### config.mk
export PLATFORM = sky130hd
export DESIGN_NAME = fc_result_reader
export DESIGN_NICKNAME = d
export VERILOG_FILES = /design/src/rtl/fc_pkg.sv /design/src/rtl/sync_fifo.sv /design/src/rtl/fc_result_reader.sv
export SDC_FILE = /design/constraint.sdc
export NUM_CORES = 1
export LEC_CHECK = 0
export BUFFER_PORTS_ARGS = -buffer_cell sky130_fd_sc_hd__buf_2
export CAP_MARGIN = 20
export CORE_AREA = 2 2 80 82
export CTS_CLUSTER_SIZE = 30
export DETAILED_ROUTE_END_ITERATION = 7
export DIE_AREA = 0 0 82 84
export PLACE_DENSITY = 0.86
export SYNTH_ARGS = -nofsm -noshare
export SYNTH_HDL_FRONTEND = slang
export SYNTH_HIERARCHICAL = 1
export SYNTH_SLANG_ARGS = --single-unit
### constraint.sdc
create_clock -name clk -period 3.1 [get_ports clk]
set_input_delay 0.775 -clock clk [delete_from_list [all_inputs] [get_ports clk]]
set_output_delay 0.775 -clock clk [all_outputs]
set_load 0.02 [all_outputs]
### src/rtl/fc_pkg.sv
// Shared FC-layer definitions: result buffer location, FC1 geometry, RAM timing,
// the int8 score type and the reader FSM state encoding.
package fc_pkg;

   localparam logic [15:0] RESULT_BASE_ADDR = 16'h8000;
   localparam int          FC1_N_OUT        = 12;
   localparam int          RAM_RD_LAT       = 2;
   localparam int          DONE_HOLD_CYC    = 4;

   typedef logic signed [7:0] q8_t;

   typedef enum logic [1:0] {
      IDLE  = 2'd0,
      FETCH = 2'd1,
      DRAIN = 2'd2,
      DONE  = 2'd3
   } fc_state_t;

endpackage

### src/rtl/sync_fifo.sv
// Small first-word-fall-through FIFO: dout shows the oldest entry whenever !empty.
// Push is ignored when full and pop is ignored when empty.
module sync_fifo #(
   parameter int W     = 8,
   parameter int DEPTH = 4
) (
   input  logic                     clk,
   input  logic                     rst_n,
   input  logic                     push,
   input  logic                     pop,
   input  logic [W-1:0]             din,
   output logic [W-1:0]             dout,
   output logic                     empty,
   output logic                     full,
   output logic [$clog2(DEPTH):0]   count
);

   localparam int AW = $clog2(DEPTH);

   logic [W-1:0]  mem [DEPTH];
   logic [AW-1:0] wptr;
   logic [AW-1:0] rptr;
   logic          do_push;
   logic          do_pop;

   assign empty   = (count == '0);
   assign full    = (count == (AW+1)'(DEPTH));
   assign do_push = push && !full;
   assign do_pop  = pop && !empty;
   assign dout    = mem[rptr];

   // Storage carries no reset; consumers only look at dout while !empty.
   always_ff @(posedge clk) begin
      if (do_push) mem[wptr] <= din;
   end

   always_ff @(posedge clk or negedge rst_n) begin
      if (!rst_n) begin
         wptr  <= '0;
         rptr  <= '0;
         count <= '0;
      end else begin
         if (do_push) wptr <= wptr + AW'(1);
         if (do_pop)  rptr <= rptr + AW'(1);
         case ({do_push, do_pop})
            2'b10:   count <= count + (AW+1)'(1);
            2'b01:   count <= count - (AW+1)'(1);
            default: count <= count;
         endcase
      end
   end

endmodule

### src/rtl/fc_result_reader.sv
// Streams the FC1 int8 class scores from RAM to the PS through a prefetch FIFO.
// Define FC_READER_ARGMAX_EN to also track the argmax class index and score.
//
//  state | meaning
//  IDLE  | waiting for start
//  FETCH | issuing RAM reads while credits allow, streaming what has arrived
//  DRAIN | all reads issued, streaming the remaining buffered results
//  DONE  | last beat accepted, done held for DONE_HOLD cycles
module fc_result_reader
   import fc_pkg::*;
#(
   parameter int          N_OUT      = FC1_N_OUT,
   parameter logic [15:0] BASE_ADDR  = RESULT_BASE_ADDR,
   parameter int          RD_LAT     = RAM_RD_LAT,
   parameter int          FIFO_DEPTH = 4,
   parameter int          DONE_HOLD  = DONE_HOLD_CYC
) (
   input  logic        clk,
   input  logic        rst_n,
   input  logic        start,
   output logic        busy,
   output logic        done,
   output logic        ram_en_r,
   output logic [15:0] ram_addr_r,
   input  q8_t         ram_data_r,
   output q8_t         m_tdata,
   output logic        m_tvalid,
   input  logic        m_tready,
   output logic        m_tlast,
   output logic [3:0]  class_idx,
   output q8_t         class_val
);

   localparam int CW = $clog2(FIFO_DEPTH) + 1;
   localparam int HW = $clog2(DONE_HOLD) + 1;

   fc_state_t         state;
   logic [4:0]        issue_cnt;
   logic [4:0]        pop_cnt;
   logic [HW-1:0]     hold_cnt;
   logic [RD_LAT-1:0] vld_pipe;
   logic              cap;
   q8_t               fifo_dout;
   logic              fifo_empty;
   logic              fifo_full;
   logic [CW-1:0]     fifo_count;
   logic              pop;
   logic              last_pop;
   logic              issue;
   int                outstanding;

   sync_fifo #(.W(8), .DEPTH(FIFO_DEPTH)) u_fifo (
      .clk   (clk),
      .rst_n (rst_n),
      .push  (cap),
      .pop   (pop),
      .din   (ram_data_r),
      .dout  (fifo_dout),
      .empty (fifo_empty),
      .full  (fifo_full),
      .count (fifo_count)
   );

   // A read occupies a credit from its enable cycle until it leaves the FIFO.
   assign cap      = vld_pipe[RD_LAT-1];
   assign m_tvalid = !fifo_empty;
   assign m_tdata  = fifo_empty ? '0 : fifo_dout;
   assign m_tlast  = m_tvalid && (pop_cnt == 5'(N_OUT-1));
   assign pop      = m_tvalid && m_tready;
   assign last_pop = pop && (pop_cnt == 5'(N_OUT-1));

   always_comb begin
      outstanding = int'(ram_en_r) + $countones(vld_pipe) + int'(fifo_count);
      issue = (state == FETCH) && (issue_cnt < 5'(N_OUT)) && !fifo_full &&
              (outstanding < FIFO_DEPTH);
   end

   always_ff @(posedge clk or negedge rst_n) begin
      if (!rst_n) begin
         state      <= IDLE;
         busy       <= 1'b0;
         done       <= 1'b0;
         ram_en_r   <= 1'b0;
         ram_addr_r <= '0;
         issue_cnt  <= '0;
         pop_cnt    <= '0;
         hold_cnt   <= '0;
         vld_pipe   <= '0;
      end else begin
         ram_en_r <= issue;
         vld_pipe <= (vld_pipe << 1) | RD_LAT'(ram_en_r);
         if (issue) begin
            ram_addr_r <= BASE_ADDR + 16'(issue_cnt);
            issue_cnt  <= issue_cnt + 5'd1;
         end
         if (pop) pop_cnt <= pop_cnt + 5'd1;

         case (state)
            IDLE: begin
               if (start) begin
                  state     <= FETCH;
                  busy      <= 1'b1;
                  issue_cnt <= '0;
                  pop_cnt   <= '0;
               end
            end
            FETCH: begin
               if (issue_cnt == 5'(N_OUT)) begin
                  if (last_pop) begin
                     state    <= DONE;
                     done     <= 1'b1;
                     hold_cnt <= '0;
                  end else begin
                     state <= DRAIN;
                  end
               end
            end
            DRAIN: begin
               if (last_pop) begin
                  state    <= DONE;
                  done     <= 1'b1;
                  hold_cnt <= '0;
               end
            end
            DONE: begin
               if (hold_cnt == HW'(DONE_HOLD-1)) begin
                  state <= IDLE;
                  done  <= 1'b0;
                  busy  <= 1'b0;
               end else begin
                  hold_cnt <= hold_cnt + HW'(1);
               end
            end
            default: state <= IDLE;
         endcase
      end
   end

`ifdef FC_READER_ARGMAX_EN
   logic [4:0] cap_cnt;
   logic [3:0] idx_q;
   q8_t        val_q;

   // Strictly-greater update keeps the lowest index on ties; first capture always loads.
   always_ff @(posedge clk or negedge rst_n) begin
      if (!rst_n) begin
         cap_cnt <= '0;
         idx_q   <= '0;
         val_q   <= '0;
      end else if (state == IDLE && start) begin
         cap_cnt <= '0;
         idx_q   <= '0;
         val_q   <= '0;
      end else if (cap) begin
         cap_cnt <= cap_cnt + 5'd1;
         if (cap_cnt == '0 || ram_data_r > val_q) begin
            idx_q <= cap_cnt[3:0];
            val_q <= ram_data_r;
         end
      end
   end

   assign class_idx = idx_q;
   assign class_val = val_q;
`else
   assign class_idx = '0;
   assign class_val = '0;
`endif

endmodule

* Yosys cells after proc, flatten, opt, wreduce, memory -nomap -nowiden
Memories as Yosys holds them, arrays and structs flattened.
Index checks and enable logic that the tools add are counted.
** Storage, ports and cells
- Flip-flop bits (word level) :: 43
- Latch bits :: 0
- Bits in writable memories :: 32
- Bits in read-only memories :: 0
- Bits of input ports :: 12
- Output and inout bits :: 41
- Logic and storage cells :: 86
- Memories kept :: 1
** Memory list
- u_fifo.mem :: depth 4, width 8, rd ports 1, clocked after memory_dff 0, wr ports 1, RTL line sync_fifo.sv:20 : logic [W-1:0] mem [DEPTH];
** Operators by class
- $add $sub $neg :: 11
- Multiply operators :: 0
- Divide/modulo/power cells :: 0
- Order comparisons :: 2
- Equal/unequal tests :: 14
- Shift-type cells :: 0
- Muxes and demuxes :: 26
- Bitwise operators :: 1
- Reduce and logical (&&, ||, !) cells :: 19
** Operators by type and width (count)
- 5-bit 2-to-1 mux :: 6
- 16-bit by 5-bit adder with 16-bit output, first input constant :: 1
- 5-bit by 1-bit adder with 5-bit output, second input constant :: 2
- 5-bit by 4-bit equality test with 1-bit output, second input constant :: 2
- 3-bit 2-to-1 mux :: 3
- 3-bit case mux with 3 select lines :: 1
- 3-bit AND reduction :: 3
- 1-bit logical AND :: 8
- 2-bit 2-to-1 mux :: 4
- 8-bit 2-to-1 mux :: 1
- 2-bit inequality test, second input constant :: 4
- 2-bit case mux with 4 select lines :: 1
- 1-bit 2-to-1 mux :: 7
- 3-bit by 1-bit adder with 3-bit output, second input constant :: 2
- 2-bit equality test, second input constant :: 3
- 3-bit case mux with 2 select lines :: 1
- 5-bit by 4-bit < comparator with 1-bit output, second input constant :: 1
- 2-bit by 1-bit adder with 2-bit output, second input constant :: 2
- 3-bit by 3-bit adder with 4-bit output :: 1
- 2-bit by 1-bit equality test with 1-bit output, second input constant :: 2
- 4-bit by 3-bit < comparator with 1-bit output, second input constant :: 1
- 4-bit AND reduction :: 1
- 2-bit nonzero test :: 2
- 1-bit by 2-bit adder with 3-bit output :: 1
- 12 further kinds :: 13

* Logic depth before layout (Yosys ltp)
Gate-level depths: netlist of run 1.
- Depth in word-level cells :: 8
- Gate-level depth with buffers :: 10
- Depth with buffers taken out :: 10

* By module
Netlist of run 1, hierarchy kept.
** By module, submodules not included
- fc_result_reader :: times used 1, cells each 153, area an instance 1611.5 um^2, sequential area each 650.6 um^2
- sync_fifo :: times used 1, cells each 80, area an instance 1584.0 um^2, sequential area each 1136.1 um^2

* Worst setup path after synthesis of run 1
Ideal clock, no wire load.
- Path type :: flip-flop to output port
- From :: register u_fifo.count[2]
- To :: output m_tlast
- Arrival :: 1.430 ns
- Required time :: 2.325 ns
- Slack :: 0.895 ns
- Stages on the path, launching flop included :: 4
- Buffers on the path :: 1
- Path through :: dfrtp_1 -> nor3_1 -> clkbuf_1 -> nor4_1
** On the way
- Longest elaborated chain between the ends :: 3
** RTL lines
- start, declared :: RTL line sync_fifo.sv:15 : output logic [$clog2(DEPTH):0] count
- start signal, assigned :: RTL line sync_fifo.sv:46 : 2'b10: count <= count + (AW+1)'(1);
- start signal, assigned :: RTL line sync_fifo.sv:47 : 2'b01: count <= count - (AW+1)'(1);
- start signal, assigned :: RTL line sync_fifo.sv:48 : default: count <= count;
- 3-bit logical NOT :: RTL line sync_fifo.sv:26 : assign empty = (count == '0);
- net fifo_empty :: RTL line fc_result_reader.sv:44 : logic fifo_empty;
- 1-bit logical NOT :: RTL line fc_result_reader.sv:66 : assign m_tvalid = !fifo_empty;
- 1-bit logical AND :: RTL line fc_result_reader.sv:68 : assign m_tlast = m_tvalid && (pop_cnt == 5'(N_OUT-1));
- end, declared :: RTL line fc_result_reader.sv:29 : output logic m_tlast,
The timed path passes the listed nets, and every way through them passes these cells.

* Final worst setup path of run 1
- From :: register u_fifo.rptr[0]
- To :: output m_tdata[0]
** On the way
- Longest elaborated chain between the ends :: 2
** RTL lines
- start, declared :: RTL line sync_fifo.sv:22 : logic [AW-1:0] rptr;
- start signal, assigned :: RTL line sync_fifo.sv:44 : if (do_pop) rptr <= rptr + AW'(1);
- memory 4 x 8 bit
- net fifo_dout[0] :: RTL line fc_result_reader.sv:43 : q8_t fifo_dout;
- 8-bit 2-to-1 mux :: RTL line fc_result_reader.sv:67 : assign m_tdata = fifo_empty ? '0 : fifo_dout;
- end, declared :: RTL line fc_result_reader.sv:26 : output q8_t m_tdata,
The timed path passes the listed nets, and every way through them passes these cells.

==> results of run 1 <==
==> state kept, by name (all words and copies together), names as in the netlist <==
register / flops
issue_cnt: 5
vld_pipe: 2
state: 2
u_fifo/count: 3
u_fifo/rptr: 2
done: 1
hold_cnt: 3
ram_en_r: 1
u_fifo/mem: 32
pop_cnt: 5
u_fifo/wptr: 2
busy: 1
ram_addr_r: 6
==> metrics by stage <==
stage | cell area [um^2] | power [mW]
6_report | 3500 | 3.18
5_1_grt | 3500 | 3.39
4_1_cts | 3500 | 3.21
3_5_place_dp | 3320 | 2.58
3_3_place_gp | 3320 | 2.53
2_1_floorplan | 3270 | 2.32
==> worst max-delay path: stages (launching register included) <==
cell and delay, ps:
sky130_fd_sc_hd__dfrtp_1 720, sky130_fd_sc_hd__mux4_2 570, sky130_fd_sc_hd__nor2b_1 150, sky130_fd_sc_hd__buf_2 160
==> cell usage after synthesis (all sizes together), types with 5 or more instances <==
cell type and number:
dfrtp 33, edfxtp 32, buf 26, inv 20, ha 15, nor2 10, nor2b 10, nand2 9
mux4 8, a21oi 7, xor2 7, and3 5, mux2 5, xnor2 5
==> layout make-up <==
| type | count | share of cell area, % |
|---|---|---|
| tap | 77 | 2.76 |
| multi-input combinational | 141 | 34.6 |
| clock buffer | 10 | 3.65 |
| inverter | 20 | 2.15 |
| timing repair buffer | 31 | 4.51 |
| sequential | 65 | 51.1 |
| clock inverter | 6 | 1.25 |
==> per-layer routing <==
metal | share of wire, % | vias to the layer above | GRT usage, %
met2 | 51 | 41 | 25.1
met5 | 0 | - | 0
met4 | 2.4 | 0 | 10.0
li1 | - | 842 | -
met1 | 42 | 843 | 19.1
met3 | 3.9 | 11 | 2.71
==> path summary, 6_finish.rpt <==
kind                                                   from                     endpoint  slack [ps]  cells past startpoint
worst max-delay path             u_fifo/rptr[0]$_DFFE_PN0P_                   m_tdata[0]         390                      3
worst min-delay path                  vld_pipe[0]$_DFF_PN0_        vld_pipe[1]$_DFF_PN0_         380                      0
worst max register to register  u_fifo/count[0]$_DFFE_PN0P_  u_fifo/count[2]$_DFFE_PN0P_         860                      9
worst min register to register        vld_pipe[0]$_DFF_PN0_        vld_pipe[1]$_DFF_PN0_         380                      0
max in group asynchronous                             rst_n       issue_cnt[0]$_DFF_PN0_        2130                      1
min in group asynchronous                             rst_n      hold_cnt[0]$_DFFE_PN0P_         490                      1
==> cell usage in the layout, fill, tap and decap left out, types with 3 or more instances in the layout <==
master and instances:
sky130_fd_sc_hd__a21oi_1 5, sky130_fd_sc_hd__and3_2 4, sky130_fd_sc_hd__buf_2 30, sky130_fd_sc_hd__clkbuf_8 9
sky130_fd_sc_hd__conb_1 22, sky130_fd_sc_hd__dfrtp_1 33, sky130_fd_sc_hd__edfxtp_1 32, sky130_fd_sc_hd__ha_1 15
sky130_fd_sc_hd__inv_1 18, sky130_fd_sc_hd__mux2_4 3, sky130_fd_sc_hd__mux2i_1 3, sky130_fd_sc_hd__mux4_2 8
sky130_fd_sc_hd__nand2_1 9, sky130_fd_sc_hd__nand4_1 4, sky130_fd_sc_hd__nor2_1 9, sky130_fd_sc_hd__nor2b_1 10
sky130_fd_sc_hd__xnor2_1 5, sky130_fd_sc_hd__xor2_1 7
==> cells by family after synthesis <==
family / Yosys count
buffers and inverters: 48
and+or+nand+nor: 56
adders and majority gates: 17
muxes: 16
DFF: 65
AOI/OAI and AO/OA: 18
xor gates and xnor gates: 12
other: 1
==> power groups by stage <==
stage	combinational, mW	sequential (mW)	clock [mW]
3_3_place_gp	1.21	1.32	0
2_1_floorplan	1.06	1.26	0
3_5_place_dp	1.25	1.33	0
6_report	1.25	1.31	0.616
5_1_grt	1.38	1.35	0.661
4_1_cts	1.26	1.32	0.630
==> results summary, run 1 <==
Routability-driven placement finished with a final weighted congestion of roughly 0.69. The via-per-instance ratio is ~5. The total CTS buffers is 9. The timing-limited maximum frequency came out at 0.369 GHz. The number of max-cap violations is 0. The number of sinks driven by the clock tree came out at 65. The max-slew violation count is 0. The final wirelength came out at about 4.8 mm. The shortest clock period the worst path allows after layout came out at 2710 ps. The net count reported at finish is a little under 300. The die boundary width is 82 um. In this run, synthesis inferred 32 flip-flops with an integrated enable.

Pin placement for this block handled between 50 and 60 I/O pins. In this run, the number of DRC markers left after iteration 0 of detailed routing was 68. The post-DP HPWL came out at 3.34 mm. During synthesis, Yosys emitted a total of 6 warnings. The synthesized design contains 65 register bits. The quantity of hold-fixing buffers added after cts is 0. The footprint of the flip-flops and latches is 1790 um^2. The maximum clock insertion buffer count is 2. The share of synthesized cell area in full adder, half adder and majority cells came out at roughly 7.1%. The port buffer count is 30. The layout-stage area growth over the synthesis result came out at 9.40%. The fraction of final layout cells sized beyond drive strength 1 came out at about 28%. After filler insertion, the fill cell instance count of the layout stands at 485. The sequential share of power is approximately two fifths. After clock tree synthesis, the setup repair step added 0 buffers.

The final worst hold slack is 376 ps. The synthesized netlist devotes under 10% of its cell area to compound gates. The setup slack after layout came out at about 390 ps. The worst setup path is launched from a register. The netlist area before placement came out at about 3200 um^2. The final number of setup-violating endpoints came out at 0. The power per standard cell area is 908 nW/um^2.

The proportion of netlist area held by the largest area contributor is between 30% and 40%. The post-route clock skew is 7.32 ps. The combinational share of power is between 30% and 40%.

The netlist uses 50 different library cells. The pin count of the biggest net entering global routing is 34. Per report_power, the clock group accounts for between 10% and 20% of the total. The via count of the first global-routing pass came out at approximately 1.8k. The number of placement rows is 29.

By area, the combinational part of the netlist is dominated by simple AND/OR/NAND/NOR gates. The CTS H-tree depth came out at 3. The number of DRC violations after detailed routing came out at 0.

Of the total power, the share spent switching nets is between 30% and 40%. The headroom to the max-slew limit is between 50% and 60%. The floorplan step defined a die boundary enclosing between 6000 and 7000 um^2. The largest voltage drop on the vdd net is 0.000406 V. The quantity of gates resized following cts is 0.

The routed layout has around 1.7k vias. The cell count after synthesis came out at around 230. The total net switching power is 1.20 mW.

In this run the static leakage power is about 1.5 nW. The internal power consumption is 1.98 mW. The routed length per instance came out at ~14 um. Yosys attributes the largest share of cell area to sky130_fd_sc_hd__edfxtp_1, sky130_fd_sc_hd__dfrtp_1, sky130_fd_sc_hd__ha_1. The accumulated negative setup slack is 0 ps.

The number of diodes added for antenna fixing is 0. The slew at the pin closest to its max-slew limit came out at between 700 and 800 ps. The total global-route track usage is between 10% and 20%. The data required time of the worst path is around 2300 ps. The kind of end point of the critical path is an output port. The post-layout instance count excluding filler cells came out at 350. The clock network latency to the later pin of the worst-skew pair is between 300 and 400 ps. The worst min-delay path category is reg -> reg. The post-synthesis average cell area is 13.7 um^2. Once placement completed, the tool counted placed cells totaling about 330.

The largest fanout on the critical path came out at 10. The initial antenna violation count is 0. The height of the chip is ~84 um. The area used by multi-input combinational logic came out at 1210 um^2. The fraction of synthesized area in multiplexers came out at under 10%. The run finished with clean final reports. The minimum setup slack after placement came out at a little over 700 ps. The count of TritonRoute iterations in the first routing pass is 4. The final cell utilization of the core is between 50 and 60%.

For this run the aggregate overflow at the end of global routing stands at 0. TritonCTS built the clock tree. The post-CTS clock slew at the launch and capture registers of the worst setup and hold paths came out at around 70 ps.

The sequential area share after synthesis is around 56%. The most used flip-flop cell after synthesis is sky130_fd_sc_hd__dfrtp_1. The cell sitting at the root of the clock tree is a sky130_fd_sc_hd__clkbuf_8. Setup repair after global routing left no endpoint under its margin. The share of the clock period used by the worst path came out at between 80% and 90%. Of the total synthesized cell area, the portion taken by XOR and XNOR cells is under 10%.

The share of synthesized flip-flops with an asynchronous set or reset came out at ~51%. STA puts the critical path data arrival time at 1930 ps. The biggest area contributor in the post-synthesis netlist is sky130_fd_sc_hd__edfxtp_1. The placeable core region came out at just over 6000 um^2. The remaining antenna violation count after routing is 0. The number of hold-slack violations in the final timing report is 0. The fraction of the mapped netlist area in simple logic gates is a little under an eighth.

The initial utilization of the core area, before any placement, comes to 52.4%. The worst setup path is of the reg -> out kind. The wire length of the first global-routing pass is about 8 mm.
(Power assumes the default switching activity.)
==> inputs of run 2 (changes only) <==
- ABC_AREA: default -> 1
- CORE_AREA: 2 2 80 82 -> 2 2 96 98
- DIE_AREA: 0 0 82 84 -> 0 0 98 100
- PLACE_DENSITY: 0.86 -> 0.69
==> run 2 against run 1 <==
Utilization fell by 15 points. Flip-flop and latch count is the same. Critical path depth rose by 2. Total power grew 11%. Final cell count is 48% higher. Setup slack better by 65 ps. Synthesized cell count is 58% higher. Count of clock-buffer cells in the layout is the same. Maximum frequency grew 2.4%. Critical endpoint is now m_tlast. Largest cell class unchanged.
==> results summary, run 2 <==
In this run, the number of DRC markers left after iteration 0 of detailed routing was about 90. From synthesis to final layout, the design area changed by 9.26%. The core region is 8890 um^2.

The most frequent cell after synthesis is sky130_fd_sc_hd__nand2_1. The number of library cell types mapped by synthesis came out at 36. The largest stage delay on the critical path came out at about 440 ps. After global routing the overflow that remains totals 0. The post-layout instance count excluding filler cells is between 500 and 600. Setup repair after global routing left no endpoint under its margin. The final number of setup-violating endpoints is 0. The critical path in this run is classified as reg -> out.

The number of placement rows is 35. In the final layout, the share of cells above drive strength 1 is 16.5%. The data required time of the worst path is 2320 ps.

The headroom to the max-slew limit came out at between 40% and 50%. The initial antenna violation count came out at 0. The largest fanout on the critical path came out at 11. The number of max-cap violations came out at 0. The maximum clock insertion buffer count came out at 2. The number of hold-slack violations in the final timing report was 0. The leading cell type in the layout, fill and taps excluded is sky130_fd_sc_hd__nand2_1.

The pin count of the biggest net entering global routing came out at 34. The accumulated negative setup slack is 0 ps. After clock tree synthesis, the clock-pin slew on the worst setup and hold paths is approximately 70 ps. The final worst hold slack came out at 383 ps. The worst min-delay path category is reg -> reg. The timing-limited maximum frequency is between 0.3 and 0.4 GHz.

STA classifies the critical path startpoint as a register. The share of synthesized flip-flops with an asynchronous set or reset came out at just over 50%. Counting tap cells, the placed design contains a total of around 500 instances. In the final layout, the registers with the most flip-flops are u_fifo/mem (32), ram_addr_r (6). The total CTS buffers came out at 9. The proportion of netlist area held by the largest area contributor is around 28%. The largest register by flop count is u_fifo/mem. The number of cells on the worst reg-to-reg path is 13. The overall die area came out at just under 10000 um^2. In this design, the critical path's most frequently occurring cell is sky130_fd_sc_hd__inv_1. The remaining antenna violation count after routing is 0. Buffers placed on the I/O ports in this run total 30.

The routability congestion estimate is roughly 0.76. The height of the chip came out at around 100 um. The net count reported at finish is approximately 430. For flop-to-flop paths, the worst setup slack is 750 ps. For this design the static power due to leakage is 1.88 nW. The clock network latency to the later pin of the worst-skew pair is 330 ps. For this configuration, the core starts out at a cell density of roughly 39%. The routed design could run at a clock period as short as about 2600 ps. For this design, the sink count on the clock tree is between 60 and 70.

The share of the clock period used by the worst path is a little under nine tenths. In the layout the commonest cells are sky130_fd_sc_hd__nand2_1, sky130_fd_sc_hd__inv_1, sky130_fd_sc_hd__dfrtp_1. The flow ran to the end, and the final reports show no timing, DRC or antenna violations. The register bit count reported by yosys is 65. Clock skew on the completed layout was measured at 7.76 ps. The number of setup buffers added after CTS is 0. The power per standard cell area came out at 941 nW/um^2. The main flop type after synthesis is sky130_fd_sc_hd__dfrtp_1. For this run, design rule violations remaining after detail routing come to 0. Before CTS, the worst setup slack after placement is ~750 ps. sky130_fd_sc_hd__edfxtp_1 takes more of the synthesized area than any other cell.

The slowest stage of the critical path is the sky130_fd_sc_hd__dfrtp_1 cell. The worst path meets setup with 455 ps of slack. The max-slew violation count came out at 0. The quantity of gates resized following cts came out at 0. The die boundary width is just under 100 um. The via-per-instance ratio is approximately 4.5. A synthesized cell averages approximately 9.4 um^2. The flip-flop count of the largest register after layout is 32.

53 I/O pins were placed. The final wirelength came out at a little under 6 mm. STA classifies the critical path endpoint as an output port.

The post-DP HPWL came out at 4.16 mm. The largest voltage drop on the vdd net came out at around 0.00054 V. The routed length per instance came out at 11.2 um. In this run the clock root is driven by a sky130_fd_sc_hd__clkbuf_8. The count of TritonRoute iterations in the first routing pass is 4.

STA puts the critical path data arrival time at 1870 ps. The sequential area share after synthesis is roughly 52%. The clock tree from TritonCTS is done. The instance count along the most critical hold path is 0.

The signal on the critical path passes through inv_1 -> nand3_2 -> inv_1 -> nor4_1 -> buf_2. The CTS H-tree depth is 3. Buffers inserted to repair hold after CTS numbered 0.

The number of diodes added for antenna fixing is 0. The number of vias after detailed routing came out at roughly 2.3k. The via count of the first global-routing pass is 2295. The cell count after synthesis came out at 367. Sorting the synthesized cells by how often they occur yields sky130_fd_sc_hd__nand2_1, sky130_fd_sc_hd__inv_1, sky130_fd_sc_hd__dfrtp_1, sky130_fd_sc_hd__edfxtp_1, sky130_fd_sc_hd__nor2_1. The slew at the pin closest to its max-slew limit is just under 900 ps. The total global-route track usage is between 10% and 20%. The wire length of the first global-routing pass is 10.1 mm. Yosys mapped a number of flops with a built-in enable equal to 32. The netlist area before placement is 3430 um^2.

The Yosys warning count is 6. Sorting the synthesized cells by area gives the leading types as sky130_fd_sc_hd__edfxtp_1, sky130_fd_sc_hd__dfrtp_1, sky130_fd_sc_hd__nand2_1.
==> run 2: cell count changes in the layout (fill, tap and decap cells not counted), sizes merged, moves of 5 or more <==
cell / delta
nor2: +22
mux4: -8
inv: +54
nand2: +81
nor2b: -10
o211ai: +16
mux2: -5
and3: -5
xor2: -6
nand3: +15
==> run 2: worst paths after layout <==
check                                         endpoint                   startpoint
setup / recovery                               m_tlast  u_fifo/count[2]$_DFFE_PN0P_
hold / removal                   vld_pipe[1]$_DFF_PN0_        vld_pipe[0]$_DFF_PN0_
setup reg to reg           u_fifo/count[2]$_DFFE_PN0P_  u_fifo/count[2]$_DFFE_PN0P_
hold reg to reg                  vld_pipe[1]$_DFF_PN0_        vld_pipe[0]$_DFF_PN0_
max in group asynchronous   u_fifo/rptr[1]$_DFFE_PN0P_                        rst_n
min in group asynchronous      hold_cnt[2]$_DFFE_PN0P_                        rst_n
==> run 2: critical path: cells and delay by family (launching register included) <==
family | cells | cell delay (ps)
buffers and inverters | 3 | 550
AND/OR/NAND/NOR | 2 | 540
flip-flops | 1 | 440
==> run 2: cell type report <==
type | count | area, um^2
timing repair buffer | 30 | 150
inverter | 75 | 282
multi-input combinational | 221 | 1230
tap | 111 | 139
clock buffer | 10 | 128
sequential | 65 | 1790
clock inverter | 6 | 35.0
fill | 877 | 5140
==> run 2: power by group <==
part           switching, mW  leakage, nW  internal, mW
Sequential             0.180        0.712          1.13
Clock                  0.315       0.0734         0.283
Combinational           1.07         1.10         0.548
Total                   1.57         1.88          1.96
==> run 2: cell families (layout without fill, tap and decap cells) <==
family / count (synthesis) / after routing / synth area share (%)
other cells: 1 / 22 / 0.109
xor+xnor: 2 / 2 / 0.510
simple gates: 150 / 150 / 20.5
buf+inv: 102 / 121 / 14.4
fa+ha+maj: 17 / 17 / 6.63
compound gates: 30 / 30 / 5.79
flops: 65 / 65 / 52.0
==> run 2: layer usage <==
| layer | vias to the layer above | track usage [%] | share of wire, % |
|---|---|---|---|
| met4 | 0 | 4.17 | 0.84 |
| met5 | - | 0 | 0 |
| met1 | 1088 | 14.4 | 44 |
| met2 | 57 | 23.3 | 50 |
| met3 | 6 | 4.60 | 5.1 |
| li1 | 1180 | - | - |
==> run 2: per-stage QoR <==
stage                     utilization, %  power [mW]  instance area (um^2)
after floorplan                        -        2.61                  3510
after global placement              40.4        2.89                  3590
after detailed placement            40.4        2.96                  3590
after CTS                           42.2        3.58                  3750
after global routing                42.2        3.86                  3750
final                               42.2        3.53                  3750
==> inputs of run 3 (changes only) <==
- SETUP_SLACK_MARGIN: default -> 0.5
==> run 3 against run 2 <==
Critical path depth unchanged. Flip-flop and latch count stayed put. Total power increased by 0.63%. Utilization grew 0.24 points. Routed wire length is 0.17% lower. Clock skew barely moved. First-iteration DRC count is 27% higher. Combinational power is essentially flat. Hold slack hardly changed. Global-route usage grew 0.060 points. Critical path type unchanged. Critical endpoint unchanged. Largest power group unchanged. Highest routed layer unchanged.
==> results summary, run 3 (synthesis results as in run 2) <==
The congestion estimate from routability-driven global placement came to between 0.7 and 0.8. During I/O placement, the number of pins put on the boundary was 53. The instance count along the most critical hold path came out at 0.

The worst register-to-register path has a setup slack of slightly above 700 ps. The cell count after placement is roughly 500. The total placed instance area came out at roughly 3600 um^2. Global routing used 13.0% of the available tracks. Entering global routing, the biggest net connects 34 pins. Leaving out fill and tap cells, the most frequent cells in the layout are sky130_fd_sc_hd__nand2_1, sky130_fd_sc_hd__inv_1, sky130_fd_sc_hd__dfrtp_1, sky130_fd_sc_hd__edfxtp_1, sky130_fd_sc_hd__buf_2. The fraction of final layout cells sized beyond drive strength 1 came out at 17.4%. Hold timing on the final database bottoms out at a slack of 383 ps. The total CTS buffers is 9. The initial antenna violation count is 0. The launch point of the critical path is u_fifo/count[0]$_DFFE_PN0P_. The H-tree was split into 3 levels. After global routing the overflow that remains totals 0. The max-slew violation count is 0. The overall die area is between 9000 and 10000 um^2. The static power due to leakage is between 1.5 and 2 nW. The post-DP HPWL is between 4 and 5 mm. The hold path endpoint is vld_pipe[1]$_DFF_PN0_. The timing-limited maximum frequency came out at slightly above 0.4 GHz.

The data required time of the worst path is around 2300 ps. The start of the worst register-to-register path is u_fifo/count[0]$_DFFE_PN0P_. The slowest stage of the critical path is the sky130_fd_sc_hd__dfrtp_1 cell. The final wirelength is 5.82 mm. The largest register by flop count is u_fifo/mem. The kind of end point of the critical path is an output port. The met1 usage in global routing is 14.5%. The placeable core region came out at about 9000 um^2. The arrival time of the worst setup path is ~1700 ps.

The maximum clock insertion buffer count came out at 2. The wire length of the first global-routing pass is around 10 mm. The power per standard cell area is 941 nW/um^2. The height of the chip is about 100 um. The combined buffer and inverter count along the critical path came out at 3.

Among cell families on the critical path, the largest total delay comes from simple AND/OR/NAND/NOR gates. The number of cells on the worst reg-to-reg path is 14. In the final layout, the registers with the most flip-flops are u_fifo/mem (32), ram_addr_r (6). Once detail routing completed, the nets flagged for antenna violations numbered 0.

The final number of setup-violating endpoints is 0. Walking the worst path, the cells encountered are inv_1 -> nand3_2 -> clkinvlp_4 -> nor4_2 -> buf_2. After global routing, the most crowded layer is met2. The startpoint of the tightest hold check path is vld_pipe[0]$_DFF_PN0_.

The net count reported at finish is around 430. The tightest min-delay check is of the reg -> reg type. Leaving out fill and tap cells, the most frequent cell in the layout is sky130_fd_sc_hd__nand2_1. The repair_antennas step left the layout with diodes totalling 0.

The post-CTS clock slew at the launch and capture registers of the worst setup and hold paths came out at about 70 ps. Across all layers, the routed design uses 2348 vias. Setup repair after global routing could not meet its margin everywhere. The post-route clock skew came out at just under 8 ps. The number of placement rows came out at 35. The final cell utilization of the core came out at 42.4%. The share of the clock period used by the worst path is between 70% and 80%. The number of DRC markers in iteration 0 is 116. The post-layout instance count excluding filler cells came out at between 500 and 600.

The startpoint kind of the worst setup timing path is a register. Once layout is done, the placed cells without fillers occupy between 3000 and 4000 um^2. Using the TritonRoute via totals, the vias-per-cell ratio works out to ~4.5.

The kind of critical path is reg -> out. The starting density of the core came out at ~39%. Measured along the x axis, the die boundary spans just under 100 um. The clock tree from TritonCTS is done. The largest stage delay on the critical path came out at 390 ps. The clock network latency to the later pin of the worst-skew pair came out at between 300 and 400 ps. The port buffer count came out at 30. The largest voltage drop on the vdd net came out at approximately 0.00054 V. The fraction of met3 tracks used by global routing is approximately 4.7%. The first detailed-routing pass ran for 4 iterations. The headroom to the max-slew limit came out at 43.8%. The layout-stage area growth over the synthesis result is 9.88%. The routed length per instance is roughly 11 um. The via count of the first global-routing pass is approximately 2.3k. The flip-flop count of the largest register after layout is 32. The accumulated negative setup slack is 0 ps. The worst register-to-register path ends at u_fifo/count[2]$_DFFE_PN0P_.

The run finished with clean final reports. The largest fanout on the critical path is 5. The number of DRC violations after detailed routing came out at 0.

The shortest clock period the worst path allows after layout is approximately 2400 ps. The number of max-cap violations came out at 0. The root buffer cell chosen for the clock tree is sky130_fd_sc_hd__clkbuf_8. The number of hold-slack violations in the final timing report came out at 0. The slew at the pin closest to its max-slew limit is 839 ps. CTS saw 65 sinks. The global routing usage on met2 came out at between 20% and 30%.
run 3: cell types whose count changed in the layout (fill, tap and decap cells not counted):
cell	before	now
sky130_fd_sc_hd__buf_4	0	1
sky130_fd_sc_hd__nor4_1	1	0
sky130_fd_sc_hd__inv_2	6	5
sky130_fd_sc_hd__dfrtp_2	0	1
sky130_fd_sc_hd__clkinvlp_4	3	4
sky130_fd_sc_hd__inv_4	0	1
sky130_fd_sc_hd__nor4_2	0	1
sky130_fd_sc_hd__inv_1	69	68
sky130_fd_sc_hd__dfrtp_1	33	32
run 3: final cells by class:
type | count | area (um^2)
Fill cell | 877 | 5120
Sequential cell | 65 | 1790
Multi-Input combinational cell | 221 | 1240
Inverter | 75 | 288
Timing Repair Buffer | 31 | 158
Tap cell | 111 | 139
Clock buffer | 10 | 128
Clock inverter | 6 | 35.0
run 3: timing repair:
action                     4_1_cts  5_1_grt
setup endpoints to repair        1        6
hold buffers                     0        0
gates resized for setup          2        3
setup buffers                    1        0
run 3: metal layers:
layer | routed length (um) | vias up
met5 | 0 | -
met4 | 32 | 0
met3 | 302 | 4
met2 | 2970 | 64
met1 | 2520 | 1101
li1 | - | 1179
run 3: worst max-delay path by stage:
stage	to	slack, ps	depth (start not counted)
2_1_floorplan	m_tlast	720	5
3_3_place_gp	m_tlast	820	5
3_5_place_dp	u_fifo/count[2]$_DFFE_PN0P_	750	13
4_1_cts	m_tlast	590	5
5_1_grt	u_fifo/count[2]$_DFFE_PN0P_	500	14
6_report	m_tlast	680	5
run 3: power breakdown:
group | internal, mW | total (mW) | switching (mW)
Sequential | 1.13 | 1.32 | 0.182
Clock | 0.283 | 0.597 | 0.314
Combinational | 0.560 | 1.64 | 1.08
run 3: worst register-to-register path, stage by stage (launching register included):
cell and delay [ps]:
sky130_fd_sc_hd__dfrtp_1 390, sky130_fd_sc_hd__inv_1 120, sky130_fd_sc_hd__nand3_2 150, sky130_fd_sc_hd__clkinvlp_4 120, sky130_fd_sc_hd__buf_4 190, sky130_fd_sc_hd__nor2_4 230
sky130_fd_sc_hd__nand2_1 110, sky130_fd_sc_hd__inv_1 70, sky130_fd_sc_hd__ha_1 150, sky130_fd_sc_hd__inv_1 70, sky130_fd_sc_hd__fa_1 390, sky130_fd_sc_hd__nand2_1 110
sky130_fd_sc_hd__nand3_1 80, sky130_fd_sc_hd__nand2_1 60, sky130_fd_sc_hd__nand2_1 50
run 3: per-stage QoR:
stage / setup WS (ps) / total power, mW
floorplan: 717 / 2.61
global placement: 822 / 2.89
detailed placement: 747 / 2.96
CTS: 589 / 3.60
global route: 496 / 3.88
finish: 676 / 3.55
